### src/rtl/master_port_burst.sv
// rtl/master_port_burst.sv - bit-serial burst bus master port
// Request/grant, slave-select with ack, address phase, then serial write or split-capable read beats.
module master_port_burst #(
  parameter int DATA_W    = 8,
  parameter int ADDR_W    = 16,
  parameter int SEL_W     = 4,
  parameter int BURST_W   = 4,
  parameter int TIMEOUT   = 64,
  parameter int MAX_RETRY = 3
) (
  input  logic               clk,
  input  logic               rst,
  output logic               mode,
  input  logic               rd_bus,
  output logic               wr_bus,
  input  logic               ack,
  output logic               master_valid,
  input  logic               slave_ready,
  output logic               master_ready,
  input  logic               slave_valid,
  output logic               breq,
  input  logic               bgrant,
  input  logic               split,
  input  logic               m_start,
  input  logic               m_mode,
  input  logic [ADDR_W-1:0]  m_addr,
  input  logic [BURST_W-1:0] m_len,
  input  logic [DATA_W-1:0]  m_wr_data,
  output logic               m_wr_req,
  output logic [DATA_W-1:0]  m_rd_data,
  output logic               m_rd_valid,
  output logic               m_busy,
  output logic               m_done,
  output logic               m_err
);

  localparam int CNT_W = $clog2((ADDR_W > DATA_W ? ADDR_W : DATA_W) + 1);
  localparam int TO_W  = $clog2(TIMEOUT + 1);
  localparam int RT_W  = $clog2(MAX_RETRY + 2);

  typedef enum logic [3:0] {
    S_IDLE, S_REQ, S_SEL, S_ADDR, S_WR_DATA, S_RD_DATA, S_SPLIT, S_BACKOFF, S_DONE
  } state_t;

  state_t             state, state_nx;
  logic               mode_q, wr_first, err_q, rd_valid_q;
  logic [ADDR_W-1:0]  addr_q, addr_sh;
  logic [BURST_W-1:0] len_q, beat_q;
  logic [RT_W-1:0]    retry_q;
  logic [TO_W-1:0]    to_q;
  logic [CNT_W-1:0]   bit_q;
  logic [DATA_W-1:0]  dat_sh, rd_data_q, wr_src;
  logic               set_err, beat_end, last_beat;
  logic               sel_last, addr_last, data_last;

  assign sel_last   = (bit_q == CNT_W'(SEL_W - 1));
  assign addr_last  = (bit_q == CNT_W'(ADDR_W - 1));
  assign data_last  = (bit_q == CNT_W'(DATA_W - 1));
  assign last_beat  = (beat_q == len_q);
  // The first write bit comes straight from the core in the cycle it is sampled.
  assign wr_src     = wr_first ? m_wr_data : dat_sh;
  assign mode       = mode_q & (state != S_IDLE);
  assign m_busy     = (state != S_IDLE);
  assign m_rd_data  = rd_data_q;
  assign m_rd_valid = rd_valid_q;

  always_comb begin
    state_nx     = state;
    breq         = 1'b0;
    master_valid = 1'b0;
    master_ready = 1'b0;
    wr_bus       = 1'b0;
    m_wr_req     = 1'b0;
    m_done       = 1'b0;
    m_err        = 1'b0;
    set_err      = 1'b0;
    beat_end     = 1'b0;
    case (state)
      S_IDLE: if (m_start) state_nx = S_REQ;
      S_REQ: begin
        breq = 1'b1;
        if (bgrant) state_nx = S_SEL;
      end
      S_SEL: begin
        breq         = 1'b1;
        master_valid = 1'b1;
        wr_bus       = addr_sh[ADDR_W-1];
        if (!bgrant) state_nx = S_BACKOFF;
        else if (slave_ready && sel_last) begin
          if (ack) state_nx = S_ADDR;
          else begin
            state_nx = S_DONE;
            set_err  = 1'b1;
          end
        end else if (to_q == TO_W'(TIMEOUT - 1)) state_nx = S_BACKOFF;
      end
      S_ADDR: begin
        breq         = 1'b1;
        master_valid = 1'b1;
        wr_bus       = addr_sh[ADDR_W-1];
        if (!bgrant) state_nx = S_BACKOFF;
        else if (slave_ready && addr_last) state_nx = mode_q ? S_WR_DATA : S_RD_DATA;
      end
      S_WR_DATA: begin
        breq         = 1'b1;
        master_valid = 1'b1;
        m_wr_req     = wr_first;
        wr_bus       = wr_src[DATA_W-1];
        if (!bgrant) state_nx = S_BACKOFF;
        else if (slave_ready && data_last) beat_end = 1'b1;
      end
      S_RD_DATA: begin
        // A split in the same cycle as a valid bit wins; that bit is not taken.
        breq         = 1'b1;
        master_ready = !split;
        if (split) state_nx = S_SPLIT;
        else if (!bgrant) state_nx = S_BACKOFF;
        else if (slave_valid && data_last) beat_end = 1'b1;
      end
      S_SPLIT: begin
        breq = 1'b1;
        if (!split && bgrant) state_nx = S_RD_DATA;
      end
      S_BACKOFF: begin
        if (retry_q >= RT_W'(MAX_RETRY)) begin
          state_nx = S_DONE;
          set_err  = 1'b1;
        end else state_nx = S_REQ;
      end
      S_DONE: begin
        m_done   = 1'b1;
        m_err    = err_q;
        state_nx = S_IDLE;
      end
      default: state_nx = S_IDLE;
    endcase
    if (beat_end) state_nx = last_beat ? S_DONE : S_SEL;
  end

  always_ff @(posedge clk) begin
    if (rst) begin
      state      <= S_IDLE;
      mode_q     <= 1'b0;
      addr_q     <= '0;
      addr_sh    <= '0;
      len_q      <= '0;
      beat_q     <= '0;
      retry_q    <= '0;
      to_q       <= '0;
      bit_q      <= '0;
      dat_sh     <= '0;
      wr_first   <= 1'b0;
      err_q      <= 1'b0;
      rd_data_q  <= '0;
      rd_valid_q <= 1'b0;
    end else begin
      state      <= state_nx;
      rd_valid_q <= 1'b0;
      wr_first   <= 1'b0;
      if (set_err) err_q <= 1'b1;
      case (state)
        S_IDLE: if (m_start) begin
          mode_q  <= m_mode;
          addr_q  <= m_addr;
          len_q   <= m_len;
          beat_q  <= '0;
          retry_q <= '0;
          err_q   <= 1'b0;
        end
        S_REQ: begin
          to_q    <= '0;
          bit_q   <= '0;
          addr_sh <= addr_q;
        end
        S_SEL: begin
          to_q <= to_q + 1'b1;
          if (bgrant && slave_ready) begin
            bit_q   <= bit_q + 1'b1;
            addr_sh <= addr_sh << 1;
          end
        end
        S_ADDR: if (bgrant && slave_ready) begin
          addr_sh <= addr_sh << 1;
          if (addr_last) begin
            bit_q    <= '0;
            wr_first <= mode_q;
          end else bit_q <= bit_q + 1'b1;
        end
        S_WR_DATA: begin
          if (bgrant && slave_ready) begin
            bit_q  <= bit_q + 1'b1;
            dat_sh <= {wr_src[DATA_W-2:0], 1'b0};
          end else if (wr_first) dat_sh <= m_wr_data;
        end
        S_RD_DATA: if (!split && bgrant && slave_valid) begin
          bit_q  <= bit_q + 1'b1;
          dat_sh <= {dat_sh[DATA_W-2:0], rd_bus};
          if (data_last) begin
            rd_data_q  <= {dat_sh[DATA_W-2:0], rd_bus};
            rd_valid_q <= 1'b1;
          end
        end
        S_BACKOFF: retry_q <= retry_q + 1'b1;
        default: ;
      endcase
      // Next beat keeps the bus and goes straight back to slave select.
      if (beat_end && !last_beat) begin
        beat_q  <= beat_q + 1'b1;
        addr_q  <= addr_q + 1'b1;
        addr_sh <= addr_q + 1'b1;
        to_q    <= '0;
        bit_q   <= '0;
      end
    end
  end

endmodule

### config.mk
export PLATFORM = sky130hd
export DESIGN_NAME = master_port_burst
export DESIGN_NICKNAME = d
export VERILOG_FILES = /design/src/rtl/master_port_burst.sv
export SDC_FILE = /design/constraint.sdc
export NUM_CORES = 1
export LEC_CHECK = 0
export ABC_AREA = 1
export CAP_MARGIN = 40
export CORE_MARGIN = 2
export CORE_UTILIZATION = 50
export CTS_CLUSTER_SIZE = 30
export DETAILED_ROUTE_END_ITERATION = 12
export PLACE_DENSITY = 0.75
export RECOVER_POWER = 100
export SLEW_MARGIN = 10
export SYNTH_ARGS = -nofsm -noshare
export SYNTH_HDL_FRONTEND = slang
export SYNTH_SLANG_ARGS = --single-unit
### constraint.sdc
create_clock -name clk -period 1.7 [get_ports clk]
set_clock_uncertainty 0.05 [all_clocks]
set_input_delay 0.34 -clock clk [delete_from_list [all_inputs] [get_ports clk]]
set_output_delay 0.34 -clock clk [all_outputs]
set_load 0.01 [all_outputs]
==> results of run 1 <==
## worst register-to-register path, delay by kind of cell, from the launching register on
family / cells / cell delay [ps]
adder cells (fa/ha/maj): 1 / 150
flip-flops: 1 / 360
buffers and inverters: 2 / 250
AND/OR/NAND/NOR: 6 / 690
AO/OA/AOI/OAI: 1 / 160
## power by group
| group | switching (mW) | leakage, nW | internal, mW |
|---|---|---|---|
| sequential | 0.345 | 0.648 | 2.27 |
| clock | 0.703 | 0.0892 | 0.667 |
| combinational | 2.65 | 2.38 | 1.89 |
## repair_timing
action / CTS / global route
gates resized for setup: 69 / 124
buffers inserted: 2 / 6
setup endpoints to repair: 61 / 68
gates cloned: 0 / 7
pin swaps: 6 / 35
## layout make-up
cell class,instances,area (um2)
Fill cell,802,2790
Sequential cell,79,1600
Timing Repair Buffer,150,1390
Clock inverter,4,47.5
Clock buffer,11,131
Inverter,100,395
Multi-Input combinational cell,589,3170
Tap cell,133,166
## registers in the layout, indices dropped and copies added, names as in the netlist, 4 cells and up
name,count
addr_q,16
addr_sh,16
beat_q,4
bit_q,5
dat_sh,8
len_q,4
m_rd_data,8
state,4
to_q,7
## metrics by stage
step	utilization (%)	setup TNS (ps)	hold slack, ps	cells
2_1_floorplan	-	0	394	800
3_3_place_gp	63.0	-21080	381	1036
3_5_place_dp	63.0	-23040	385	1036
4_1_cts	65.7	-442	396	1053
5_1_grt	71.2	-3400	418	1066
6_report	71.2	-277	402	1066
## path summary, 6_finish.rpt
path | from | end | depth (start not counted)
worst max-delay path | state[3] | mode | 6
worst min-delay path | m_rd_data[6] | m_rd_data[6] | 2
worst max register to register | bit_q[1] | addr_q[14] | 10
worst min register to register | m_rd_data[6] | m_rd_data[6] | 2
## synth_stat cells (5+ instances only)
cell type,instances,share of area (%)
nand3b_1,10,1.5
inv_1,92,7.0
nand2_1,226,17
o21ai_1,10,1.0
ha_1,8,2.0
dfxtp_1,79,32
nand3_1,89,9.0
xor2_1,5,0.89
a21oi_1,59,6.0
buf_2,13,1.3
nand4_1,6,0.76
clkbuf_1,15,1.1
nor2_1,77,5.9
inv_2,8,0.61
o21ai_0,58,5.9
## routing by layer
metal	track usage [%]	routed length, um	vias to the layer above
li1	-	-	2840
met1	35.0	6250	2654
met2	46.1	7650	242
met3	3.23	1150	47
met4	10.3	386	0
met5	0	0	-
## cells by family (layout without fill, tap and decap cells)
family	count (synthesis)	in the layout	share of synthesized area (%)
AND/OR/NAND/NOR	432	433	38.3
buffers and inverters	133	265	11.0
AO/OA/AOI/OAI	139	139	14.9
XOR/XNOR	5	5	0.889
adder cells (fa/ha/maj)	8	8	2.03
flip-flops	79	79	32.1
multiplexers	4	4	0.813
==> reports/metrics.sh, run 1 <==
NETLIST-CELL-TYPE-COUNT=35
START_UTIL_PCT=50.9
PLACE_CONGESTION=0.898
PRE_CTS_SLACK_PS=-488
RSZ0062_AT_GRT='true'
RUN_STATUS='finished with violations'
STD_CELL_ROWS=36
DRT_FIRST_PASS_ITERS=6
INSERTEDDIODECOUNT=0
CAP_VIOLATIONS=0
GRT_USE_TOTAL_PCT=27.0
TOTAL_POWER_mW=8.52
DESIGN.DIE.AREA_UM2=10700
CTS_MAX_LEVEL=3
SYN_NETS=846
TIMING.FINAL.CRIT_PERIOD_PS=1750
CRIT_CHAIN='inv_4, nand2_4, buf_6, nor2_4, nor2_2, buf_2'
REG2REG_SETUP_SLACK_PS=-30
CP.REQUIRED_PS=1310
GRT_PASS1_VIAS=5022
GLOBAL_ROUTE_WIRE_LENGTH_BEFORE_REPAIR_MM=22.8
DP_HPWL_MM=10.5
TIMING.FINAL.MAX_SLEW_VIOLATIONS=0
POWER_PER_STANDARD_CELL_AREA_nW_PER_UM2=1240
TRITONCTS_NUM_SINKS=79
CTS-HOLD-FIX-BUFFERS=0
WORST_PATH_LARGEST_CELL_DELAY_PS=340
FMAXACHIEVABLE_MHz=572
DIE_HEIGHT_UM=103
POST_ROUTE_CLOCK_PERIOD_UTILIZATION_PCT=103
CRITICAL_PATH_BUF_INV_COUNT=3
FINAL_HOLD_VIOL_COUNT=0
CLK_PIN_SLEW_PS=80
CLOCK_LATENCY_AT_THE_LATER_PIN_OF_THE_WORST_SKEW_PAIR_PS=360
SYNTHESIS.AREA_UM2=4930
CLK_ROOT_BUFFER_CELL='clkbuf_8'
SYNTH_EDF_COUNT=0
SYNTHFLOPTYPE='dfxtp_1'
AVGSYNTHCELLAREA_UM2=6.16
VDD.IR_DROP.WORST_mV=0.617
FINISH.INSTANCE_AREA_UM2=6900
FIRST_ITER_VIOLATIONS=363
COREAREA_UM2=9680
PLACED_AREA_UM2=6100
MOSTFREQUENTLAYOUTCELL='nand2_1'
NUMBER_OF_PLACED_I_O_PINS=56
DATA_ARRIVAL_AT_THE_ENDPOINT_OF_THE_CRITICAL_PATH_PS=1360
FAILED_CHECKS='negative setup slack'
CRIT_PATH_END_KIND='primary output'
FIN_NETS=975
ROUTE.DETAILED.DRC=0
FINAL_LAYOUT_SIZE_SUFFIX_GT1_SHARE_PCT=24.4
WORST_SETUP_SLACK_FINAL_PS=-48.4
WORSTSETUPPATHTYPE='flop to primary output'
PORT_BUFFERS=55
SYNTH_SEQUENTIAL_AREA_RATIO_PCT=32.1
CELL_TYPE_GROUP_WITH_THE_LARGEST_TOTAL_DELAY_ON_THE_CRITICAL_PATH='buffers and inverters'
YOSYS_REGISTER_BITS=79
CELLS_AFTER_SYNTHESIS=800
SYNTH-ASYNC-RESET-RATIO_PCT=0
TRITONCTS='done'
ROUTED_WIRE_LENGTH_PER_INSTANCE_UM=14.5
DIE_WIDTH_UM=103
CTS_MADE_BUFFERS=9
ROUTED_WIRE_LENGTH_MM=15.4
AREAGROWTHSYNTHTOFINISH_PCT=40.0
POWER_LEAKAGE_nW=3.12
WORST_MIN_PATH_CLASS='flop to flop'
NUMBER_OF_ANTENNA_VIOLATIONS_AT_THE_FIRST_CHECK_IN_GLOBAL_ROUTING=0
REPORT.FINAL.SETUP_VIOL=13
RELSLEWSLACK_PCT=73.0
CLOCK_TREE.BUFFER_DEPTH=2
NUM_VIAS=5783
NUMBER_OF_NETS_WITH_ANTENNA_VIOLATIONS_AFTER_DETAILED_ROUTING=0
MAXIMUM_NUMBER_OF_PINS_ON_ONE_NET_BEFORE_GLOBAL_ROUTE_REPAIR=47
DETAIL_ROUTE.VIAS_PER_CELL=5.42
WORSTSETUPSTARTPOINTTYPE='flop'
WORST-SLEW-PIN-TRANSITION_PS=401
OVERFLOW=0
CRITICAL_PATH.MAX_FANOUT=3
YOSYSWARNINGCOUNT=0
CRITICAL_PATH.SLOWEST_CELL='dfxtp_2'
FINAL_CELL_MIX='nand2_1, inv_1, nand3_1'
(Power assumes the default switching activity.)
==> run 2: changes to the inputs <==
TNS_END_PERCENT = 1   (was default)
==> run 2 against run 1 <==
  * The run still ends with negative setup slack left
  * Non-clock buffer count shrank 6
  * Critical endpoint unchanged
  * Routed wire length fell by 6.4%
  * Sequential power hardly changed
  * Cell area fell by 4.2%
  * Core utilization shrank 3.0 points
==> reports/metrics.sh, run 2 (same netlist as run 1, synthesis figures left out) <==
RUN_STATUS='finished with violations'
FAILED_CHECKS='negative setup slack'
WORST_MIN_PATH_CLASS='flop to flop'
COREAREA_UM2=9680
TOTAL_POWER_mW=8.20
NUMBER_OF_ANTENNA_VIOLATIONS_AT_THE_FIRST_CHECK_IN_GLOBAL_ROUTING=0
STD_CELL_ROWS=36
CTS_MAX_LEVEL=3
WORST-SLEW-PIN-TRANSITION_PS=461
FINAL_HOLD_VIOL_COUNT=0
CRITICAL_PATH.MAX_FANOUT=4
ROUTE.DETAILED.DRC=0
FINISH.INSTANCE_AREA_UM2=6610
PRE_CTS_SLACK_PS=-488
ROUTED_WIRE_LENGTH_MM=14.4
TIMING.FINAL.MAX_SLEW_VIOLATIONS=0
TRITONCTS='done'
CLK_ROOT_BUFFER_CELL='clkbuf_8'
CRITICAL_PATH.SLOWEST_CELL='dfxtp_4'
DP_CELLS=1036
FINAL_CELL_MIX='nand2_1, inv_1, nand3_1'
CAP_VIOLATIONS=0
CLOCK_LATENCY_AT_THE_LATER_PIN_OF_THE_WORST_SKEW_PAIR_PS=360
VDD.IR_DROP.WORST_mV=0.606
RELSLEWSLACK_PCT=69.0
LARGEST_REGISTERS='addr_q x16, addr_sh x16'
WORST_SETUP_SLACK_FINAL_PS=-68.7
FINAL_LAYOUT_SIZE_SUFFIX_GT1_SHARE_PCT=20.3
FIRST_ITER_VIOLATIONS=263
DIE_HEIGHT_UM=103
FMAXACHIEVABLE_MHz=565
SETUP_TOTAL_NEGATIVE_SLACK_PS=-209
START_UTIL_PCT=50.9
ROUTED_WIRE_LENGTH_PER_INSTANCE_UM=13.6
GRT_USE_TOTAL_PCT=26.9
MOSTFREQUENTLAYOUTCELL='nand2_1'
DRT_FIRST_PASS_ITERS=5
PLACED_AREA_UM2=6100
GLOBAL_ROUTE_WIRE_LENGTH_BEFORE_REPAIR_MM=22.7
CRIT_PATH_END_KIND='primary output'
FINISH.UTILIZATION_PCT=68.2
NUMBER_OF_NETS_WITH_ANTENNA_VIOLATIONS_AFTER_DETAILED_ROUTING=0
CTS_MADE_BUFFERS=9
CLOCK_TREE.BUFFER_DEPTH=2
GRT_PASS1_VIAS=4995
RSZ0062_AT_GRT='true'
WORSTSETUPPATHTYPE='flop to primary output'
FINAL_HOLD_SLACK_PS=392
MAXIMUM_NUMBER_OF_PINS_ON_ONE_NET_BEFORE_GLOBAL_ROUTE_REPAIR=47
POWER_PER_STANDARD_CELL_AREA_nW_PER_UM2=1240
WORST_PATH_LARGEST_CELL_DELAY_PS=390
TIMING.FINAL.CRIT_PERIOD_PS=1770
DATA_ARRIVAL_AT_THE_ENDPOINT_OF_THE_CRITICAL_PATH_PS=1380
NUM_VIAS=5629
WORSTSETUPSTARTPOINTTYPE='flop'
OVERFLOW=0
DP_HPWL_MM=10.5
POST_ROUTE_CLOCK_PERIOD_UTILIZATION_PCT=104
FIN_NETS=968
AREAGROWTHSYNTHTOFINISH_PCT=34.1
DIE_WIDTH_UM=103
TRITONCTS_NUM_SINKS=79
INSERTEDDIODECOUNT=0
REPORT.FINAL.SETUP_VIOL=5
CP.REQUIRED_PS=1310
POWER_LEAKAGE_nW=3.03
DETAIL_ROUTE.VIAS_PER_CELL=5.32
CRIT_CHAIN='inv_4, nand2_4, buf_6, nor2_4, nor2_2, buf_2'
CLK_PIN_SLEW_PS=80
PORT_BUFFERS=55
DESIGN.DIE.AREA_UM2=10700
NUMBER_OF_PLACED_I_O_PINS=56
NON_FILLER_CELLS_IN_THE_FINISHED_LAYOUT=1059
PLACE_CONGESTION=0.898
==> run 2: worst max-delay path: cells and delay by family (launching register included) <==
family	cells	cell delay (ps)
buf+inv	3	320
simple gates	3	310
flops	1	390
==> run 2: area by class of cell <==
type | count | area (um2)
Tap cell | 133 | 166
Fill cell | 870 | 3080
Multi-Input combinational cell | 588 | 3010
Inverter | 100 | 388
Sequential cell | 79 | 1600
Timing Repair Buffer | 144 | 1260
Clock buffer | 11 | 131
Clock inverter | 4 | 47.5
==> run 2: worst paths after layout <==
path	end	cells after the start	startpoint	slack, ps
min reg2reg	m_rd_data[5]	2	m_rd_data[5]	390
max	mode	6	state[2]	-70
max reg2reg	addr_q[14]	10	bit_q[0]	30
min	m_rd_data[5]	2	m_rd_data[5]	390
==> run 2: routing by layer <==
metal,global-route usage [%],wire length [um]
met3,3.09,872
met5,0,0
met2,46.3,7100
met1,34.9,6180
met4,9.92,296
==> run 2: report_power, final <==
group	switching [mW]	internal (mW)
Clock	0.714	0.668
Combinational	2.47	1.76
Sequential	0.324	2.27
Total	3.51	4.69
==> run 2: what timing repair did <==
action,CTS,global route
hold buffers,0,0
setup endpoints to repair,61,70
pin swaps,4,11
cloned,0,2
gates resized for setup,62,68
setup buffers,2,4
==> run 3: changes to the inputs <==
CAP_MARGIN = default   (was 40)
PLACE_DENSITY = 0.84   (was 0.75)
==> run 3 against run 2 <==
  * The run still ends with negative setup slack left
  * Combinational power increased by 5%
  * First-iteration DRC count up 110%
  * Sequential power about the same
  * Count of clock-buffer cells in the layout decreased by 1
  * Sequential share of layout area shrank 0.64 points
  * Non-clock buffer count up 8
  * Global-route usage increased by 1.6 points
  * Die area is the same
  * Critical path type is now flop to flop
  * Largest cell class unchanged
  * Largest power group unchanged
==> reports/metrics.sh, run 3 (same netlist as run 1, synthesis figures left out) <==
RUN_STATUS='finished with violations'
FAILED_CHECKS='negative setup slack'
CP.REQUIRED_PS=1900
GLOBAL_ROUTE_WIRE_LENGTH_BEFORE_REPAIR_MM=24.2
FINAL_CELL_MIX='nand2_1, inv_1, nand3_1'
CRITICAL_PATH.STARTPOINT='bit_q[0]'
OVERFLOW=0
POST_ROUTE_CLOCK_PERIOD_UTILIZATION_PCT=110
LARGEST_REGISTERS='addr_q x16, addr_sh x16'
DIE_HEIGHT_UM=103
FINAL_LAYOUT_SIZE_SUFFIX_GT1_SHARE_PCT=22.5
TOTAL_POWER_mW=8.46
PLACED_AREA_UM2=6120
CRIT_PATH_END_KIND='flop'
REPORT.FINAL.SETUP_VIOL=65
FIRST_ITER_VIOLATIONS=547
NUMBER_OF_PLACED_I_O_PINS=56
MOSTFREQUENTLAYOUTCELL='nand2_1'
DETAIL_ROUTE.VIAS_PER_CELL=5.51
CTS_MADE_BUFFERS=9
NUM_VIAS=5882
PLACE_CONGESTION=0.905
FIN_NETS=976
TRITONCTS_NUM_SINKS=79
TRITONCTS='done'
RSZ0062_AT_GRT='true'
WORST_SETUP_SLACK_FINAL_PS=-175
START_UTIL_PCT=50.9
POWER_PER_STANDARD_CELL_AREA_nW_PER_UM2=1250
NUMBER_OF_ANTENNA_VIOLATIONS_AT_THE_FIRST_CHECK_IN_GLOBAL_ROUTING=0
ROUTE.DETAILED.DRC=0
GRT_USE_TOTAL_PCT=28.6
FINAL_HOLD_VIOL_COUNT=0
GRT_PASS1_VIAS=5220
PORT_BUFFERS=55
NUMBER_OF_NETS_WITH_ANTENNA_VIOLATIONS_AFTER_DETAILED_ROUTING=0
CRITICAL_PATH.MAX_FANOUT=7
WORST_MIN_PATH_CLASS='flop to flop'
REG2REG_SETUP_SLACK_PS=-170
CAP_VIOLATIONS=0
DESIGN.DIE.AREA_UM2=10700
TIMING.FINAL.CRIT_PERIOD_PS=1870
VDD.IR_DROP.WORST_mV=0.793
R2R-START='bit_q[0]'
CLK_ROOT_BUFFER_CELL='clkbuf_8'
DP_CELLS=1039
FMAXACHIEVABLE_MHz=533
ROUTED_WIRE_LENGTH_MM=15.8
DIE_WIDTH_UM=103
TIMING.FINAL.MAX_SLEW_VIOLATIONS=0
DRT_FIRST_PASS_ITERS=6
STD_CELL_ROWS=36
CLK_PIN_SLEW_PS=90
FINISH.INSTANCE_AREA_UM2=6750
CLOCK_TREE.BUFFER_DEPTH=2
NON_FILLER_CELLS_IN_THE_FINISHED_LAYOUT=1068
INSERTEDDIODECOUNT=0
WORSTSETUPSTARTPOINTTYPE='flop'
MAXIMUM_NUMBER_OF_PINS_ON_ONE_NET_BEFORE_GLOBAL_ROUTE_REPAIR=32
CLOCK_LATENCY_AT_THE_LATER_PIN_OF_THE_WORST_SKEW_PAIR_PS=370
DP_HPWL_MM=10.1
RELSLEWSLACK_PCT=64.4
ROUTED_WIRE_LENGTH_PER_INSTANCE_UM=14.8
WORST-SLEW-PIN-TRANSITION_PS=530
COREAREA_UM2=9680
POWER_LEAKAGE_nW=3.07
CTS_MAX_LEVEL=3
START_POINT_OF_THE_WORST_HOLD_PATH='m_rd_data[3]'
AREAGROWTHSYNTHTOFINISH_PCT=37.0
WORSTSETUPPATHTYPE='flop to flop'
DATA_ARRIVAL_AT_THE_ENDPOINT_OF_THE_CRITICAL_PATH_PS=2080
[run 3: cell types whose count changed in the layout (fill, tap and decap cells not counted), moves of 5 or more]
cell and change:
nand2_1 -9, nand2_2 +7, nor2_1 +5, nor2_2 -6
[run 3: path summary, 6_finish.rpt]
| kind | to | depth (start not counted) |
|---|---|---|
| worst max-delay path | addr_sh[8] | 12 |
| worst min-delay path | m_rd_data[3] | 2 |
| worst max register to register | addr_sh[8] | 12 |
| worst min register to register | m_rd_data[3] | 2 |
[run 3: final cells by class]
cell class                 count  area, um2
clock inverter                 6       67.6
sequential                    79       1590
timing repair buffer         152       1330
fill                         749       2930
multi-input combinational    588       3080
inverter                     100        385
tap                          133        166
clock buffer                  10        138
[run 3: power by group]
part / internal (mW) / switching [mW] / leakage [nW] / total, mW
Clock: 0.724 / 0.761 / 0.0989 / 1.49
Combinational: 1.76 / 2.64 / 2.32 / 4.41
Sequential: 2.26 / 0.307 / 0.647 / 2.56
Total: 4.74 / 3.71 / 3.07 / 8.46
[run 3: routing by layer]
layer	share of wire (%)	vias up	GRT usage, %
met1	41	2620	37.8
met5	0	-	0
li1	-	2837	-
met3	8.7	81	4.23
met2	46	344	46.8
met4	4.5	0	11.6
[run 3: through the flow]
stage / hold slack [ps] / setup slack [ps] / setup TNS, ps / util [%]
floorplan: 394 / 31.9 / 0 / -
detailed placement: 387 / -545 / -23680 / 63.2
CTS: 401 / -46.1 / -388 / 67.7
global placement: 380 / -468 / -20100 / 63.2
finish: 398 / -175 / -3580 / 69.7
global route: 420 / -233 / -8790 / 69.7
[run 3: repair_timing]
action                                  CTS  global route
resized for setup                        96            53
endpoints found under the setup margin   73            83
setup buffers                             6             6
pin swaps                                12            28
hold buffers                              0             0
cloned                                    2             0
endpoints found under the hold margin     0             0
[run 3: worst max-delay path, stage by stage, from the launching register on]
cell	delay, ps
dfxtp_2	360
ha_4	150
nand2_4	60
nor2_4	210
buf_6	150
nand3_4	80
nand2_4	90
nand2_4	80
buf_8	150
nand2_1	60
nand2_1	70
nor2_1	180
nor2_1	60
==> edit 1: new RTL, config.mk and constraints of run 1 <==
Encoding of `state_t`: now one-hot (9 bits for 9 states).
--- a/src/rtl/master_port_burst.sv
+++ b/src/rtl/master_port_burst.sv
@@ -39,6 +39,6 @@
   localparam int RT_W  = $clog2(MAX_RETRY + 2);
 
-  typedef enum logic [3:0] {
-    S_IDLE, S_REQ, S_SEL, S_ADDR, S_WR_DATA, S_RD_DATA, S_SPLIT, S_BACKOFF, S_DONE
+  typedef enum logic [8:0] {
+    S_IDLE = 9'b000000001, S_REQ = 9'b000000010, S_SEL = 9'b000000100, S_ADDR = 9'b000001000, S_WR_DATA = 9'b000010000, S_RD_DATA = 9'b000100000, S_SPLIT = 9'b001000000, S_BACKOFF = 9'b010000000, S_DONE = 9'b100000000
   } state_t;
 
Behaviour: same outputs for any inputs over 4 cycles, from zero or initial values and one cycle with rst high; so few cycles prove little.
==> edit 1 against run 1 <==
The run still ends with setup timing left; routed wire length is 49% higher; register-to-register slack worse by 0.47 ns; clock power is 7% higher; synthesized area is 3.9% higher; worst hold slack better by 0.022 ns; setup slack worse by 0.45 ns; cell area is 20% higher; sequential cell count is 5 higher; utilization is 13 points higher; total power is 5.7% higher; critical endpoint is now addr_sh[6].
==> edit 1: results (changes against run 1) <==
* Comb. pwr at 4.86 mW (+7.0%)
* Synth cell types at 38 (+8.6%)
* Worst Hold End: m_rd_data[0]
* Net Sw Frac at 45.03% (+1.6 points)
* Failing checks: setup timing
* Placed cells at 1076 (+3.9%)
* Setup violations, final at 93 (+80)
* Total vias in the final route at 6833 (+18%)
* Fin Hold WS at 0.4244 ns (+0.02235 ns)
* GPL Wtd Cong at 0.9808 (+9.2%)
* Sequential-to-total area share from yosys stat at 32.84% (+0.75 points)
* Total negative slack at -28.35 ns (-28.07 ns)
* Largest net degree at the start of global routing at 19 (-60%)
* PnR worst setup slack at -0.5000 ns (-0.4516 ns)
* Vias in the first global route at 6452 (+28%)
* Worst VDD drop at 0.7661 mV (+24%)
* TritonRoute pass-1 iters at 5 (-1)
* HP Start: m_rd_data[0]
* Place WS at -0.4113 ns (+0.07671 ns)
* Share of cells above drive strength 1 at 40.64% (+16 points)
* Status: complete, but fails checks
* Reg-to-Reg End: addr_sh[6]
* Detailed placement HPWL at 11350 um (+8.6%)
* Final Total Pwr at 9.010 mW (+5.7%)
* Area after DPL at 0.006455 mm^2 (+5.8%)
* Synth area leaders: dfxtp_1, nand2_1, nor2_1, o21ai_0, nand3_1
## edit 1: routing by layer
| layer | global-route usage [%] | vias to the layer above | routed length [um] | part of all wire, % |
|---|---|---|---|---|
| li1 | - | 2956 | - | - |
| met1 | 41.11 | 3152 | 8029 | 35 |
| met2 | 58.94 | 525 | 10600 | 46 |
| met3 | 6.550 | 200 | 2423 | 11 |
| met4 | 18.76 | 0 | 1998 | 8.7 |
| met5 | 0 | - | 0 | 0 |
## edit 1: worst max path at each step
stage	end	slack (ns)	from	cells after the start
after detailed placement	addr_sh[14]	-0.41	bgrant	11
after global routing	addr_sh[6]	-0.47	state[0]	13
after floorplan	addr_sh[10]	0.00004	bit_q[1]	13
after CTS	master_valid	-0.30	state[5]	8
final	addr_sh[6]	-0.50	state[3]	11
after global placement	wr_bus	-0.38	state[0]	6
## edit 1: final cells by class
| cell class | count | area (um^2) |
|---|---|---|
| clock buffer | 11 | 151.4 |
| clock inverter | 5 | 35.03 |
| fill | 529 | 1583 |
| inverter | 88 | 380.4 |
| multi-input combinational | 619 | 3996 |
| sequential | 84 | 1697 |
| tap | 133 | 166.4 |
| timing repair buffer | 190 | 1838 |
| timing repair inverter | 2 | 17.52 |
## edit 1: logic make-up after synthesis
logic type | count (synthesis) | share of synthesized area, %
DFF | 84 | 32.84
adders and majority gates | 8 | 1.955
AOI/OAI and AO/OA | 127 | 13.27
buffers and inverters | 115 | 9.873
xor gates and xnor gates | 19 | 3.250
muxes | 1 | 0.1955
and+or+nand+nor | 463 | 38.61
## edit 1: repair_timing
| action | 4_1_cts | 5_1_grt |
|---|---|---|
| setup endpoints to repair | 88 | 93 |
| pin swaps | 50 | 78 |
| buffers inserted | 23 | 21 |
| gates resized for setup | 263 | 185 |
| cloned | 7 | 0 |
==> edit 2: new RTL, settings of run 1 <==
Without the edit above. Change the parameter `ADDR_W` from 16 to 17.
--- a/src/rtl/master_port_burst.sv
+++ b/src/rtl/master_port_burst.sv
@@ -3,5 +3,5 @@
 module master_port_burst #(
   parameter int DATA_W    = 8,
-  parameter int ADDR_W    = 16,
+  parameter int ADDR_W    = 17,
   parameter int SEL_W     = 4,
   parameter int BURST_W   = 4,
Ports: changed (resized m_addr); port bits go from 56 to 57. The function was not compared with the original's and may differ.
==> edit 2 against run 1 <==
The flow still finishes with violations (setup timing); cell area up 3.2%; setup slack worse by 0.27 ns; worst hold slack better by 0.014 ns; sequential cell count up 2; synthesized area down 4.2%; critical path depth up 7; die area down 4.1%; total power up 18%; routed wire length up 11%; critical path type is now register to register; highest routed layer unchanged.
==> edit 2: results (changes against run 1) <==
* Largest registers: addr_q x17, addr_sh x17
* Initial DRC count at 364 (+0.28%)
* TritonRoute pass-1 iters at 8 (+2)
* Top cells by count, synth: nand2_1, nor2_1, dfxtp_1
* Adder-cell share of the synthesized area at 1.856% (-0.18 points)
* Invs w/o clock at 77 (-23%)
* PnR worst setup slack at -0.3141 ns (-0.2657 ns)
* Met3 Usage GRT at 5.659% (+2.4 points)
* Sequential cells at 81 (+2.5%)
* ClkCell Share at 3.252% (+0.66 points)
* Global-route usage over all layers at 28.81% (+1.8 points)
* Buffers outside the clock class at 167 (+11%)
* Status: complete, but fails checks
* Vias per inst at 5.705 (+5.2%)
* Mux contribution to synthesized area at 1.485% (+0.67 points)
* Max-slew headroom at 71.78% (-1.2 points)
* Number of gates resized after cts at 101 (+46%)
* Port Buffer Count at 56 (+1.8%)
* Xor/xnor share of the synthesized area at 3.527% (+2.6 points)
* Met3 wire len at 1359 um (+18%)
* Largest net degree at the start of global routing at 24 (-49%)
* Layout area overhead at 50.86%
* Post-synth net total at 792 (-6.4%)
* Postcts setup bufs at 10 (+8)
* Failing checks: setup timing
* M2 GR Usage at 49.11% (+3.1 points)
* Synth cell types at 37 (+5.7%)
* Area after DPL at 0.005968 mm^2 (-2.1%)
* LEAKAGE at 3.214 nW (+3.2%)
* Vias in the first global route at 5311 (+5.8%)
* NonClk Buf Share at 23.54% (+3.3 points)
* Multi-input combinational area share at 44.09% (-1.8 points)
* #MultiIn Comb at 562 (-4.6%)
* Setup violations, final at 62 (+49)
* CP arrival at 2.23 ns (+0.87 ns)
## edit 2: critical path, delay by kind of cell, from the launching register on
family                 cells  cell delay [ns]
buffers and inverters      5             0.72
and+or+nand+nor            7             0.55
AOI/OAI and AO/OA          1             0.23
DFF                        1             0.35
## edit 2: worst paths after layout
kind           startpoint            to  depth (start not counted)
max              state[2]     beat_q[2]                         13
min          m_rd_data[7]  m_rd_data[7]                          2
max reg2reg      state[2]     beat_q[2]                         13
min reg2reg  m_rd_data[7]  m_rd_data[7]                          2
## edit 2: where the power goes
part,total [mW],switching [mW],internal [mW]
clock network,1.72,0.750,0.972
logic,5.71,3.22,2.49
registers,2.59,0.306,2.28
## edit 2: through the flow
stage / std cells / power, mW
finish: 1013 / 10.02
global route: 1013 / 10.52
CTS: 1004 / 8.943
detailed placement: 973 / 6.757
global placement: 973 / 6.641
floorplan: 746 / 5.002
